===== src/rtl/seven_seg_pkg.sv =====
// Shared definitions for the seven-segment scan driver: scan state
// encoding, the blank segment pattern and the default prescaler divide.
package seven_seg_pkg;

    typedef enum logic {
        IDLE = 1'b0,
        SCAN = 1'b1
    } scan_state_t;

    localparam logic [6:0] SEG_BLANK        = 7'h7F;
    localparam int         TICK_DIV_DEFAULT = 100_000;

endpackage


===== src/rtl/BCD_to_sevenSeg.sv =====
// BCD nibble to common-anode segment levels (active-low, bit 6 = a .. bit 0 = g).
// Codes 10..15 produce the blank pattern.
module BCD_to_sevenSeg
    import seven_seg_pkg::*;
(
    input  logic [3:0] i_bcd,
    output logic [6:0] o_seg
);

    // Pure lookup; the caller registers the result.
    always_comb begin
        o_seg = SEG_BLANK;
        case (i_bcd)
            4'd0:    o_seg = 7'h01;
            4'd1:    o_seg = 7'h4F;
            4'd2:    o_seg = 7'h12;
            4'd3:    o_seg = 7'h06;
            4'd4:    o_seg = 7'h4C;
            4'd5:    o_seg = 7'h24;
            4'd6:    o_seg = 7'h20;
            4'd7:    o_seg = 7'h0F;
            4'd8:    o_seg = 7'h00;
            4'd9:    o_seg = 7'h04;
            default: o_seg = SEG_BLANK;
        endcase
    end

endmodule


===== src/rtl/seven_seg_scan_driver.sv =====
// Time-multiplexed N-digit common-anode seven-segment driver.
// A prescaler produces one tick per digit slot; the packed BCD value and
// digit enables are latched into a shadow copy once per frame so a digit
// never changes mid-frame. All outputs are registered.
// Optional leading-zero blanking is built when SEVEN_SEG_LZ_BLANK_EN is defined.
module seven_seg_scan_driver
    import seven_seg_pkg::*;
#(
    parameter int N_DIGITS = 8,
    parameter int TICK_DIV = TICK_DIV_DEFAULT
) (
    input  logic                    clk,
    input  logic                    reset,
    input  logic [4*N_DIGITS-1:0]   bcd_value,
    input  logic [N_DIGITS-1:0]     digit_en,
    output logic [N_DIGITS-1:0]     anodes,
    output logic [6:0]              segments,
    output logic                    frame_start
);

    localparam int CNT_W = $clog2(TICK_DIV);
    localparam int IDX_W = $clog2(N_DIGITS);

    scan_state_t            r_state;
    logic [CNT_W-1:0]       r_cnt;
    logic [IDX_W-1:0]       r_idx;
    logic [4*N_DIGITS-1:0]  r_shadow;
    logic [N_DIGITS-1:0]    r_en;
    logic [N_DIGITS-1:0]    r_anodes;
    logic [6:0]             r_segments;
    logic                   r_frame_start;

    logic                   w_tick;
    logic                   w_wrap;
    logic                   w_load;
    logic [IDX_W-1:0]       w_idx_next;
    logic [N_DIGITS-1:0]    w_en_load;
    logic [4*N_DIGITS-1:0]  w_shadow_next;
    logic [N_DIGITS-1:0]    w_en_next;
    logic [3:0]             w_nibble;
    logic                   w_digit_on;
    logic [6:0]             w_seg_dec;
    logic [N_DIGITS-1:0]    w_anode_sel;

    assign w_tick = (r_cnt == CNT_W'(TICK_DIV - 1));

    // The first tick after reset is treated as a wrap so the shadow loads
    // before digit 0 is ever lit.
    assign w_wrap     = (r_state == IDLE) || (r_idx == IDX_W'(N_DIGITS - 1));
    assign w_load     = w_tick && w_wrap;
    assign w_idx_next = w_wrap ? '0 : r_idx + 1'b1;

    // Enables as they will be latched; leading-zero blanking walks down
    // from the top digit and never touches digit 0.
    always_comb begin
        w_en_load = digit_en;
`ifdef SEVEN_SEG_LZ_BLANK_EN
        begin : lz_blank
            logic w_zero_above;
            w_zero_above = 1'b1;
            for (int k = N_DIGITS - 1; k >= 1; k--) begin
                w_zero_above = w_zero_above && (bcd_value[4*k +: 4] == 4'd0);
                if (w_zero_above) begin
                    w_en_load[k] = 1'b0;
                end
            end
        end
`endif
    end

    // Output values must reflect a shadow load happening on the same tick.
    assign w_shadow_next = w_load ? bcd_value : r_shadow;
    assign w_en_next     = w_load ? w_en_load : r_en;
    assign w_nibble      = w_shadow_next[{w_idx_next, 2'b00} +: 4];
    assign w_digit_on    = w_en_next[w_idx_next] && (w_nibble <= 4'd9);
    assign w_anode_sel   = ~({{(N_DIGITS-1){1'b0}}, 1'b1} << w_idx_next);

    BCD_to_sevenSeg u_bcd_to_seven_seg (
        .i_bcd (w_nibble),
        .o_seg (w_seg_dec)
    );

    // Prescaler: one tick every TICK_DIV cycles.
    always_ff @(posedge clk or posedge reset) begin
        if (reset) begin
            r_cnt <= '0;
        end else if (w_tick) begin
            r_cnt <= '0;
        end else begin
            r_cnt <= r_cnt + 1'b1;
        end
    end

    // Scan FSM: digit index, frame shadow and registered display outputs.
    always_ff @(posedge clk or posedge reset) begin
        if (reset) begin
            r_state       <= IDLE;
            r_idx         <= '0;
            r_shadow      <= '0;
            r_en          <= '0;
            r_anodes      <= '1;
            r_segments    <= SEG_BLANK;
            r_frame_start <= 1'b0;
        end else begin
            r_frame_start <= w_load;
            if (w_tick) begin
                r_state <= SCAN;
                r_idx   <= w_idx_next;
                if (w_load) begin
                    r_shadow <= bcd_value;
                    r_en     <= w_en_load;
                end
                if (w_digit_on) begin
                    r_anodes   <= w_anode_sel;
                    r_segments <= w_seg_dec;
                end else begin
                    r_anodes   <= '1;
                    r_segments <= SEG_BLANK;
                end
            end
        end
    end

    assign anodes      = r_anodes;
    assign segments    = r_segments;
    assign frame_start = r_frame_start;

endmodule


===== config.mk =====
export PLATFORM = sky130hd
export DESIGN_NAME = seven_seg_scan_driver
export DESIGN_NICKNAME = d
export VERILOG_FILES = /design/src/rtl/seven_seg_pkg.sv /design/src/rtl/BCD_to_sevenSeg.sv /design/src/rtl/seven_seg_scan_driver.sv
export SDC_FILE = /design/constraint.sdc
export NUM_CORES = 1
export LEC_CHECK = 0
export ABC_AREA = 1
export CAP_MARGIN = 15
export CORE_AREA = 2 2 94 96
export DETAILED_ROUTE_END_ITERATION = 12
export DIE_AREA = 0 0 96 98
export PLACE_DENSITY = 0.85
export SETUP_SLACK_MARGIN = 0.2
export SYNTH_ARGS = -nofsm -noshare
export SYNTH_HDL_FRONTEND = slang
export SYNTH_SLANG_ARGS = --single-unit

===== constraint.sdc =====
create_clock -name clk -period 5.4 [get_ports clk]
set_clock_uncertainty 0.15 [all_clocks]
set_input_delay 1.08 -clock clk [delete_from_list [all_inputs] [get_ports clk]]
set_output_delay 1.08 -clock clk [all_outputs]
set_load 0.01 [all_outputs]

==> key figures <==
Critical path
  • Worst-path fanout max: 25
  • Slowest CP cell: nor2_2
  • R2R depth: 20
  • R2R setup slack: 1.44 ns
  • RR Endpoint: segments[6]$_DFFE_PP1N_
  • Worst-path cell chain: ha_1, nand2_1, nor2_1, nand2_1, nor2_2, nand3_2, inv_2, nor2_1, nor2_1, nand2_1, nand3_1, nor2_1, nor2_1, inv_1, ha_1, nand2_1, nand3_2, nand2_2, nor2_1, nor2_1
  • Most frequent CP cell: nor2_1
  • CP max stage delay: 0.60 ns
  • CP Capture Type: flip-flop
  • CP Class: reg -> reg
  • Critical Path AT: 4.09 ns
  • CP Launch Point: r_cnt[0]$_DFF_PP0_
  • CP Launch Type: flip-flop
  • Worst r2r src: r_cnt[0]$_DFF_PP0_
  • Setup crit end: segments[6]$_DFFE_PP1N_
  • Worst Path Required: 5.54 ns

Global routing
  • GRT Total Usage: 22.16%
  • Largest net degree at the start of global routing: 48
  • Initial antenna violation count: 0
  • Vias in the first global route: 3,643
  • First-pass GRT wire length: 16,330 µm
  • Total gr overflow: 0

Finish
  • Share of cells above drive strength 1: 11.79%
  • Synth-to-Final Area Change: 19.14%
  • Final std cells w/o fill: 727
  • Nets: 664
  • Commonest cells after routing, fill and taps aside: 112 x nand2_1, 101 x inv_1, 79 x nor2_1
  • Commonest non-fill, non-tap cell in the layout: nand2_1
  • N_diodes: 0
  • Fillers: 728
  • Design Area, Final: 5140 µm²

Synthesis
  • Mapped Area: 4314 µm²
  • Netlist cell types: 36
  • Number of synthesized flops with an enable pin: 0
  • Yosys warning total: 0
  • Top FF cell, synth: dfrtp_1
  • Area share of the largest cell type after synthesis: 35.96%
  • FFs w/ async S/R, synth: 100.0%
  • Synth area leader: dfrtp_1
  • Syn Area/Cell: 7.690 µm²
  • Main area contributors after synthesis: dfrtp_1 36%, nand2_1 9.7%, dfstp_2 9.1%
  • Post-Syn Nets: 611
  • Post-Synthesis Cells: 561
  • Register area share after synthesis: 45.10%
  • Synth Register Bits: 77

STA
  • Fin crit share: 73.33%
  • Fmax: 252.5 MHz
  • Hold Slack: 0.3226 ns
  • Slew HR: 35.22%
  • Tightest Pin Transition: 0.9703 ns
  • Setup-failing EPs final: 0
  • Min Tclk post-route: 3.960 ns
  • Fin. max-slew vios: 0
  • Final TNS setup: 0 ns
  • Final Hold Fails: 0
  • RSZ-0062 raised after global routing: no

Route
  • WL per Instance: 13.51 µm
  • Vias: 3,743
  • Iter 0 DRT Violations: 251
  • Post-detailed-route count of antenna-violating nets: 0
  • Post-route DRC: 0
  • Routed wire length: 9821 µm
  • Via/cell ratio: 5.149
  • DR pass1 iterations: 7

CTS
  • Root buffer cell: clkbuf_8
  • Num CTS Buffers: 9
  • Clk slew on worst S/H paths: 0.08 ns
  • Post-CTS setup buffers: 0
  • Post_cts resized: 0
  • Post-CTS Hold Buffers: 0
  • Clock Sinks: 77
  • H-tree depth: 3
  • Skew-Pair Late Insertion Delay: 0.36 ns
  • CTS tree: built
  • Longest Clk Path Bufs: 2

Placed design
  • Hpwl dp: 7049 µm
  • Placed cell count: 711
  • GPL Wtd Cong: 0.8566
  • PortBufs: 57
  • Placed inst area: 4922 µm²

Worst hold path
  • Worst Hold Class: reg -> reg

Power and ir drop
  • Static Leak: 2.677 nW
  • Power per cell area: 217.5 nW/µm²
  • Gate power share: 5.0%
  • Tot Pwr: 1.118 mW
  • Sw Pwr: 0.2355 mW
  • Clock share of power: 43.2%
  • Switching part of the total: 21.07%
  • Maximum VDD drop: 0.1288 mV
  • Int Power: 0.8823 mW
  • Seq pwr share: 51.9%

Run status
  • Outcome: finished, final reports clean

Die
  • Die Height: 98 µm
  • Die ar.: 9408 µm²
  • Initial Utilization: 50.96%
  • Chip Width: 96 µm
  • Std cell rows: 34
  • Core area: 8466 µm²
  • Ports: 58

Run
  • Number of max-cap violations: 0
## power groups by stage
stage | clock (mW) | sequential, mW | combinational [mW]
finish | 0.483 | 0.580 | 0.0556
global route | 0.517 | 0.580 | 0.0618
CTS | 0.484 | 0.580 | 0.0565
detailed placement | 0 | 0.590 | 0.0560
global placement | 0 | 0.590 | 0.0546
floorplan | 0 | 0.590 | 0.0180
## flip-flops by register name (all words and copies together), names as in the netlist
| signal | flops |
|---|---|
| anodes | 8 |
| frame_start | 1 |
| r_cnt | 17 |
| r_en | 8 |
| r_idx | 3 |
| r_shadow | 32 |
| r_state | 1 |
| segments | 7 |
## Yosys cell counts (all sizes together) (3+ instances only)
| cell type | count |
|---|---|
| nand4 | 19 |
| o21bai | 8 |
| nor3 | 4 |
| and2 | 15 |
| buf | 16 |
| o21ai | 16 |
| o211ai | 7 |
| xor2 | 3 |
| clkbuf | 3 |
| ha | 8 |
| dfrtp | 62 |
| dfstp | 15 |
| nand3 | 43 |
| inv | 108 |
| nor2 | 90 |
| o21a | 7 |
| a21oi | 7 |
| nand2 | 119 |
## cells by family (layout without fill, tap and decap cells)
| logic type | after synthesis | in the layout | synth area share [%] |
|---|---|---|---|
| AO/OA/AOI/OAI | 50 | 50 | 8.498 |
| flip-flops | 77 | 77 | 45.10 |
| buffers and inverters | 127 | 185 | 12.35 |
| AND/OR/NAND/NOR | 296 | 296 | 31.12 |
| XOR/XNOR | 3 | 3 | 0.6092 |
| adder cells (fa/ha/maj) | 8 | 8 | 2.320 |
## how the worst min path moves through the flow
stage,from,to,slack (ns),cells after the start
after floorplan,r_cnt[0]$_DFF_PP0_,r_cnt[0]$_DFF_PP0_,0.28,1
after global placement,r_cnt[0]$_DFF_PP0_,r_cnt[0]$_DFF_PP0_,0.30,1
after detailed placement,r_state$_DFFE_PP0N_,r_state$_DFFE_PP0N_,0.31,2
after CTS,r_state$_DFFE_PP0N_,r_state$_DFFE_PP0N_,0.33,2
after global routing,r_en[4]$_DFFE_PP0N_,r_en[4]$_DFFE_PP0N_,0.35,2
final,r_state$_DFFE_PP0N_,r_state$_DFFE_PP0N_,0.32,2
## worst max-delay path: cells and delay by family, from the launching register on
kind                     cells  cell delay [ns]
AND/OR/NAND/NOR             16             2.40
adder cells (fa/ha/maj)      2             0.41
flip-flops                   1             0.38
buffers and inverters        2             0.51
## routing by layer
metal	vias up	share of wire, %	GRT usage (%)
met1	1774	42	28.53
met5	-	0	0
met2	112	49	36.75
li1	1835	-	-
met4	0	1.9	8.242
met3	22	6.2	4.167
## final cells by class
type | count | area (µm²) | share of cell area [%]
clock buffers | 12 | 145.1 | 2.824
clock inverters | 4 | 72.57 | 1.412
inverters | 108 | 405.4 | 7.887
multi-input cells | 357 | 1836 | 35.71
flip-flops and latches | 77 | 1946 | 37.85
well taps | 108 | 135.1 | 2.629
repair buffers | 61 | 600.6 | 11.68
## per-stage QoR
stage / setup slack (ns) / utilization (%)
after floorplan: 2.228 / -
after global placement: 1.726 / 58.14
after detailed placement: 1.523 / 58.14
after CTS: 1.507 / 60.72
after global routing: 1.000 / 60.72
final: 1.440 / 60.72
Note: power is estimated with default switching activity, not from simulation.
